[config.mk]
export PLATFORM = sky130hd
export DESIGN_NAME = lector_cadena
export DESIGN_NICKNAME = d
export VERILOG_FILES = /design/src/rtl/lector_cadena.sv
export SDC_FILE = /design/constraint.sdc
export NUM_CORES = 1
export LEC_CHECK = 0
export ABC_AREA = 1
export ABC_CLOCK_PERIOD_IN_PS = 1500
export CAP_MARGIN = 20
export CELL_PAD_IN_SITES_DETAIL_PLACEMENT = 1
export CELL_PAD_IN_SITES_GLOBAL_PLACEMENT = 1
export CORE_ASPECT_RATIO = 1.75
export CORE_MARGIN = 2
export CORE_UTILIZATION = 30
export DETAILED_ROUTE_END_ITERATION = 8
export HOLD_SLACK_MARGIN = 0.08
export PLACE_DENSITY_LB_ADDON = 0.1
export SYNTH_ARGS = -nofsm -noshare
export SYNTH_HDL_FRONTEND = slang
export SYNTH_SLANG_ARGS = --single-unit
[constraint.sdc]
create_clock -name clk -period 1.5 [get_ports clk]
set_input_delay 0.225 -clock clk [delete_from_list [all_inputs] [get_ports clk]]
set_output_delay 0.225 -clock clk [all_outputs]
set_load 0.05 [all_outputs]
[src/rtl/lector_cadena.sv]
// Sequential string reader: walks a synchronous-read memory from address 0 and streams
// each byte on a valid/ready port until TERM or LAST. Define LECTOR_MAYUS_EN for 'a'-'z' uppercasing.
module lector_cadena #(
  parameter int unsigned       ADDR_W = 5,
  parameter int unsigned       DATA_W = 8,
  parameter int unsigned       LAST   = 31,
  parameter logic [DATA_W-1:0] TERM   = '0
) (
  input  logic              clk,
  input  logic              rst_n,
  input  logic              start,
  output logic [ADDR_W-1:0] dir,
  input  logic [DATA_W-1:0] dataMem,
  output logic [DATA_W-1:0] dataOut,
  output logic              valid,
  input  logic              ready,
  output logic              busy,
  output logic              done,
  output logic [ADDR_W:0]   cnt
);

  localparam logic [ADDR_W-1:0] LAST_A = ADDR_W'(LAST);

  typedef enum logic [2:0] {
    S_IDLE,
    S_READ,
    S_CAPT,
    S_SEND,
    S_DONE
  } state_t;

  state_t              r_state, w_state_nxt;
  logic [ADDR_W-1:0]   r_dir, w_dir_nxt;
  logic [DATA_W-1:0]   r_data, w_data_nxt;
  logic [DATA_W-1:0]   w_conv;
  logic                r_valid, w_valid_nxt;
  logic                r_busy, w_busy_nxt;
  logic                r_done, w_done_nxt;
  logic [ADDR_W:0]     r_cnt, w_cnt_nxt;

`ifdef LECTOR_MAYUS_EN
  // Lowercase ASCII maps to uppercase; TERM detection still uses the raw byte.
  always_comb begin
    w_conv = dataMem;
    if ((dataMem >= DATA_W'(8'h61)) && (dataMem <= DATA_W'(8'h7A))) begin
      w_conv = dataMem - DATA_W'(8'h20);
    end
  end
`else
  assign w_conv = dataMem;
`endif

  always_ff @(posedge clk or negedge rst_n) begin
    if (!rst_n) begin
      r_state <= S_IDLE;
      r_dir   <= '0;
      r_data  <= '0;
      r_valid <= 1'b0;
      r_busy  <= 1'b0;
      r_done  <= 1'b0;
      r_cnt   <= '0;
    end else begin
      r_state <= w_state_nxt;
      r_dir   <= w_dir_nxt;
      r_data  <= w_data_nxt;
      r_valid <= w_valid_nxt;
      r_busy  <= w_busy_nxt;
      r_done  <= w_done_nxt;
      r_cnt   <= w_cnt_nxt;
    end
  end

  // Next-state and next-register values; busy/done are derived from the next state so they stay registered.
  always_comb begin
    w_state_nxt = r_state;
    w_dir_nxt   = r_dir;
    w_data_nxt  = r_data;
    w_valid_nxt = r_valid;
    w_cnt_nxt   = r_cnt;
    case (r_state)
      S_IDLE: begin
        w_dir_nxt   = '0;
        w_valid_nxt = 1'b0;
        if (start) begin
          w_cnt_nxt   = '0;
          w_state_nxt = S_READ;
        end
      end
      S_READ: w_state_nxt = S_CAPT;
      S_CAPT: begin
        if (dataMem == TERM) begin
          w_state_nxt = S_DONE;
        end else begin
          w_data_nxt  = w_conv;
          w_valid_nxt = 1'b1;
          w_state_nxt = S_SEND;
        end
      end
      S_SEND: begin
        if (ready) begin
          w_valid_nxt = 1'b0;
          w_cnt_nxt   = r_cnt + (ADDR_W+1)'(1);
          if (r_dir == LAST_A) begin
            w_state_nxt = S_DONE;
          end else begin
            w_dir_nxt   = r_dir + ADDR_W'(1);
            w_state_nxt = S_READ;
          end
        end
      end
      S_DONE: begin
        w_dir_nxt   = '0;
        w_state_nxt = S_IDLE;
      end
      default: w_state_nxt = S_IDLE;
    endcase
    w_busy_nxt = (w_state_nxt != S_IDLE);
    w_done_nxt = (w_state_nxt == S_DONE);
  end

  assign dir     = r_dir;
  assign dataOut = r_data;
  assign valid   = r_valid;
  assign busy    = r_busy;
  assign done    = r_done;
  assign cnt     = r_cnt;

endmodule

=== Word-level counts from Yosys, hierarchy flattened ===
Cells that the tools add are included.

* Add/sub/neg operators: 2
* Equal/unequal tests: 10
* Mux-type cells: 14
* Bitwise operators: 1
* Reduce and logical (&&, ||, !) cells: 11

{| class="wikitable"
|+ Operator list
! kind !! count
|-
| 2-to-1 mux 3 bit || 4
|-
| 2-to-1 mux 6 bit || 2
|-
| one-hot mux 3 bit (4 select lines) || 1
|-
| one-hot mux 6 bit (2 select lines) || 1
|-
| 2-to-1 mux 5 bit || 2
|-
| one-hot mux 5 bit (2 select lines) || 1
|-
| AND reduction 3 bit || 3
|-
| zero test 8 bit || 1
|-
| != test 2 bit, second input constant || 4
|-
| adder 6 x 1 -> 6 bit, second input constant || 1
|-
| equality test 3 x 2 -> 1 bit, second input constant || 2
|-
| equality test 3 bit, second input constant || 2
|-
| nonzero test 3 bit || 2
|-
| adder 5 x 1 -> 5 bit, second input constant || 1
|-
| equality test 5 bit, second input constant || 1
|-
| nonzero test 2 bit || 2
|-
| equality test 3 x 1 -> 1 bit, second input constant || 1
|-
| zero test 3 bit || 1
|-
| one-hot mux 1 bit (3 select lines) || 1
|-
| 2-to-1 mux 1 bit || 2
|-
| AND reduction 2 bit || 1
|-
| OR reduction 2 bit || 1
|-
| NOT 1 bit || 1
|}

* Register bits after elaboration: 25
* Input bits: 12
* Output and inout port bits: 22
* Word-level logic and storage cells: 45

=== Longest topological paths before layout ===
Gate-level depths: netlist (run 1).

* Depth in word-level cells: 5
* Depth in mapped cells: 10
* Depth with buffers taken out: 10

=== Least setup slack after synthesis (run 1) ===
Ideal clock, no wire load.

* Kind: register -> register
* From: register r_dir[1] (netlist: dir[1])
* To: register r_busy (netlist: busy)
* Arrival: 1.611 ns
* Data required time: 1.375 ns
* Slack: -0.236 ns
* Cell stages (with the launch flop): 11
* Path buffers: 0
* Cell sequence: dfrtp_1 > ha_1 > nand2_1 > nor2_1 > ha_1 > nand2_1 > inv_1 > o21a_1 > nand2_1 > nand2_1 > nand3_1

* Word-level cells in the longest chain between the ends: 5

{| class="wikitable"
|+ Ends and longest elaborated chain
! what !! line !! RTL
|-
| start: declaration || 33 || <nowiki>logic [ADDR_W-1:0] r_dir, w_dir_nxt;</nowiki>
|-
| start signal: assignment || 64 || <nowiki>r_dir <= w_dir_nxt;</nowiki>
|-
| equality test 5 bit || 103 || <nowiki>if (r_dir == LAST_A) begin</nowiki>
|-
| 2-to-1 mux 3 bit || 103 ||
|-
| 2-to-1 mux 3 bit || 100 || <nowiki>if (ready) begin</nowiki>
|-
| one-hot mux 3 bit (4 select lines) || 80 || <nowiki>case (r_state)</nowiki>
|-
| nonzero test 3 bit || 117 || <nowiki>w_busy_nxt = (w_state_nxt != S_IDLE);</nowiki>
|-
| net w_busy_nxt || 37 || <nowiki>logic r_busy, w_busy_nxt;</nowiki>
|-
| end signal: assignment || 67 || <nowiki>r_busy <= w_busy_nxt;</nowiki>
|-
| end: declaration || 37 ||
|}

The timed path passes the listed nets, and every way through them passes these cells.
A chain may end at the register's enable or synchronous reset.

=== Worst setup path in the final report (run 1) ===
Same ends and word-level chain as after synthesis.

==> results of run 1 <==
==> layout make-up <==
cell class / instances / area share
flip-flops and latches: 25 / 0.320
repair buffers: 52 / 0.308
multi-input cells: 95 / 0.274
inverters: 23 / 0.0439
well taps: 48 / 0.0305
clock buffers: 3 / 0.0210
clock inverters: 1 / 0.00254
==> timing repair <==
| item | in CTS | in global routing |
|---|---|---|
| gates resized for setup | 0 | 6 |
| setup buffers | 0 | 2 |
| endpoints found under the hold margin | 0 | 0 |
| endpoints found under the setup margin | 0 | 6 |
==> power breakdown <==
part	switching [mW]	internal, mW	leakage [nW]
clock network	0.224	0.186	0.0255
logic	1.50	1.15	0.652
registers	0.264	0.929	0.317
==> synthesized netlist by cell type <==
master   instances  area [um^2]
nand2_2          3         18.8
nand4_1          1         6.26
inv_1           21         78.8
ha_1             3         37.5
a21oi_1          2         10.0
nand3_1         14         70.1
dfrtp_1         25          626
and3_2           1         7.51
o21ai_2          8         70.1
xor2_1           2         17.5
buf_6            1         11.3
o21a_1           1         7.51
nand2_1         40          150
nand4_4          1         21.3
nor2_1          11         41.3
inv_2            2         7.51
a22o_2           1         10.0
nor3_4           1         16.3
o21ai_0          6         30.0
==> layer usage <==
layer  vias to the layer above  routed length (um)  track usage
li1                        566                   -            -
met1                       552                1110        0.157
met2                        26                1940        0.307
met3                         7                  88       0.0201
met4                         0                  74       0.0816
met5                         -                   0            0
==> worst min-delay path by stage <==
stage | start | endpoint | slack [ps]
floorplan | rst_n | busy | -70
global placement | dataOut[6] | dataOut[6] | 460
detailed placement | dataOut[6] | dataOut[6] | 480
CTS | rst_n | dir[4] | 330
global route | rst_n | dir[2] | 350
finish | rst_n | dir[2] | 310
==> flip-flops by register name, indices dropped and copies added, names as in the netlist <==
register and count:
valid 1, busy 1, r_state 3, cnt 6, dataOut 8, dir 5, done 1
==> critical path, cell delays in order (launching register included) <==
cell,delay (ps)
dfrtp_2,400
ha_4,150
nand2_4,50
nor2_2,100
ha_2,200
nand2_1,60
inv_1,50
o21a_1,110
nand2_1,50
nand2_1,70
nand3_1,90
==> metrics by stage <==
step	worst slack [ps]	TNS (ps)	cell area (um^2)
CTS	6.59	0	1940
detailed placement	-76.9	-185	1890
finish	50.9	0	1970
global placement	-1.42	-1.42	1890
floorplan	-51.5	-124	1250
global route	-25.0	-25.0	1970
==> cell families after synthesis <==
logic type                 synth area share
adders and majority gates            0.0303
xor gates and xnor gates             0.0142
DFF                                   0.506
and+or+nand+nor                       0.268
buffers and inverters                0.0789
AOI/OAI and AO/OA                     0.103
==> cells in the final DEF, fill, tap and decap left out <==
| cell type | instances |
|---|---|
| o21ai_2 | 8 |
| dfrtp_2 | 3 |
| a21oi_1 | 2 |
| buf_4 | 26 |
| nor3_4 | 1 |
| o21ai_0 | 6 |
| nor2_1 | 10 |
| inv_1 | 20 |
| nor2_2 | 1 |
| ha_2 | 1 |
| xor2_1 | 2 |
| nand4_1 | 1 |
| nand3_1 | 14 |
| a22o_2 | 1 |
| o21a_1 | 1 |
| buf_12 | 15 |
| ha_4 | 1 |
| nand4_4 | 1 |
| clkinv_2 | 1 |
| clkbuf_8 | 3 |
| nand2_1 | 39 |
| clkdlybuf4s50_1 | 11 |
| nand2_4 | 1 |
| ha_1 | 1 |
| inv_2 | 3 |
| dfrtp_1 | 22 |
| and3_2 | 1 |
| nand2_2 | 3 |
==> metrics.md, run 1 <==
| Metric | Value |
|---|---|
| Syn Area/Cell | `8.59 um^2` |
| Filler cells | `481` |
| Num CTS Buffers | `3` |
| Clock root buffer | `clkbuf_8` |
| Initial antenna violation count | `0` |
| Total Power | `4.25 mW` |
| Synth Instances | `144` |
| Vias in the first global route | `1285` |
| Relative slew slack | `0.776` |
| Final #Nets | `215` |
| Number of max-cap violations | `0` |
| Iteration-0 DRC Markers | `12` |
| Via count | `1151` |
| Pins Over Slew Limit | `0` |
| Initial core utilization | `0.317` |
| Fmax | `690 MHz` |
| Mapped cell area | `1240 um^2` |
| Worst Hold Slack | `312 ps` |
| Multi-input logic area | `539 um^2` |
| Final std cells w/o fill | `247` |
| Cts hold-fix bufs | `0` |
| TritonCTS clock tree | `built` |
| H-tree levels | `1` |
| Crit Path Max Fanout | `3` |
| Sequential-to-total area share from yosys stat | `0.506` |
| Clock buffer depth | `2` |
| Crit path to | `busy` |
| Worst Hold Class | `input pin to asynchronous set/reset pin` |
| LEAKAGE | `0.994 nW` |
| Area grow syn2layout | `58.9%` |
| Post-route ant nets | `0` |
| Final hold viol count | `0` |
| Status | `finished, final reports clean` |
| Reg-to-reg critical path endpoint | `busy` |
| Final core occ | `0.504` |
| First-pass GRT wire length | `5550 um` |
| Total wire length | `3210 um` |
| Syn. warnings | `0` |
| Minimum clock period | `1450 ps` |
| Launching point of the worst reg2reg path | `dir[1]` |
| Reg2Reg Depth | `10` |
| First-pass iteration count of the detailed router | `2` |
| Chip width | `52.6 um` |
| Skew final | `5.99 ps` |
| Register area | `629 um^2` |
| Core area | `3900 um^2` |
| GR Overflow Total | `0` |
| Crit path launch | `dir[1]` |
| Worst skew pair latency | `270 ps` |
| Placed Cells incl. Taps | `241` |
| Rows | `30` |
| Die ar. | `4670 um^2` |
| Worst path required time | `1660 ps` |
| N_diodes | `0` |
| Gr usage total | `0.158` |
| Crit path DAT | `1610 ps` |
| Routability cong. | `0.806` |
| DP HPWL | `2600 um` |
| Drt via density | `4.66` |
| Power Dens Cells | `2160 nW/um^2` |
| Drt drc | `0` |
| Sink Count | `25` |
| Unique masters post-synth | `19` |
| Largest net degree at the start of global routing | `26` |
| I/O pins | `34` |
| Critical path endpoint category | `register` |
| Worst-Margin Slew | `336 ps` |
| Clk slew on worst S/H paths | `90 ps` |
| Endpoints failing setup | `0` |
| Overall die height | `89.0 um` |
| Register bit total from synthesis | `25` |
| Setup CP Type | `register to register` |
| PortBufs | `33` |
| Share of post-route cells with drive strength above 1 | `0.352` |
| VDD IR-drop max | `0.00124 V` |
| RSZ-0062 raised after global routing | `true` |
| WL/cell | `13.0 um` |
| Tcrit/Tclk final | `0.966` |
| Post-Syn Nets | `159` |
| Reg2reg setup slack | `50 ps` |
| Worst setup SP type | `register` |
No activity file was read; power rests on OpenSTA's default activity.
==> inputs of run 2 (changes only) <==
CTS_BUF_LIST = sky130_fd_sc_hd__clkbuf_8   (was not set)
==> results of run 2 <==
Same layout as run 1: the final DEF is identical, and so are final timing and power.
==> inputs of run 3 (changes only) <==
CAP_MARGIN = not set   (was 20)
CTS_BUF_LIST = not set   (was sky130_fd_sc_hd__clkbuf_8)
==> results of run 3 <==
Same layout as run 1: the final DEF is identical, and so are final timing and power.
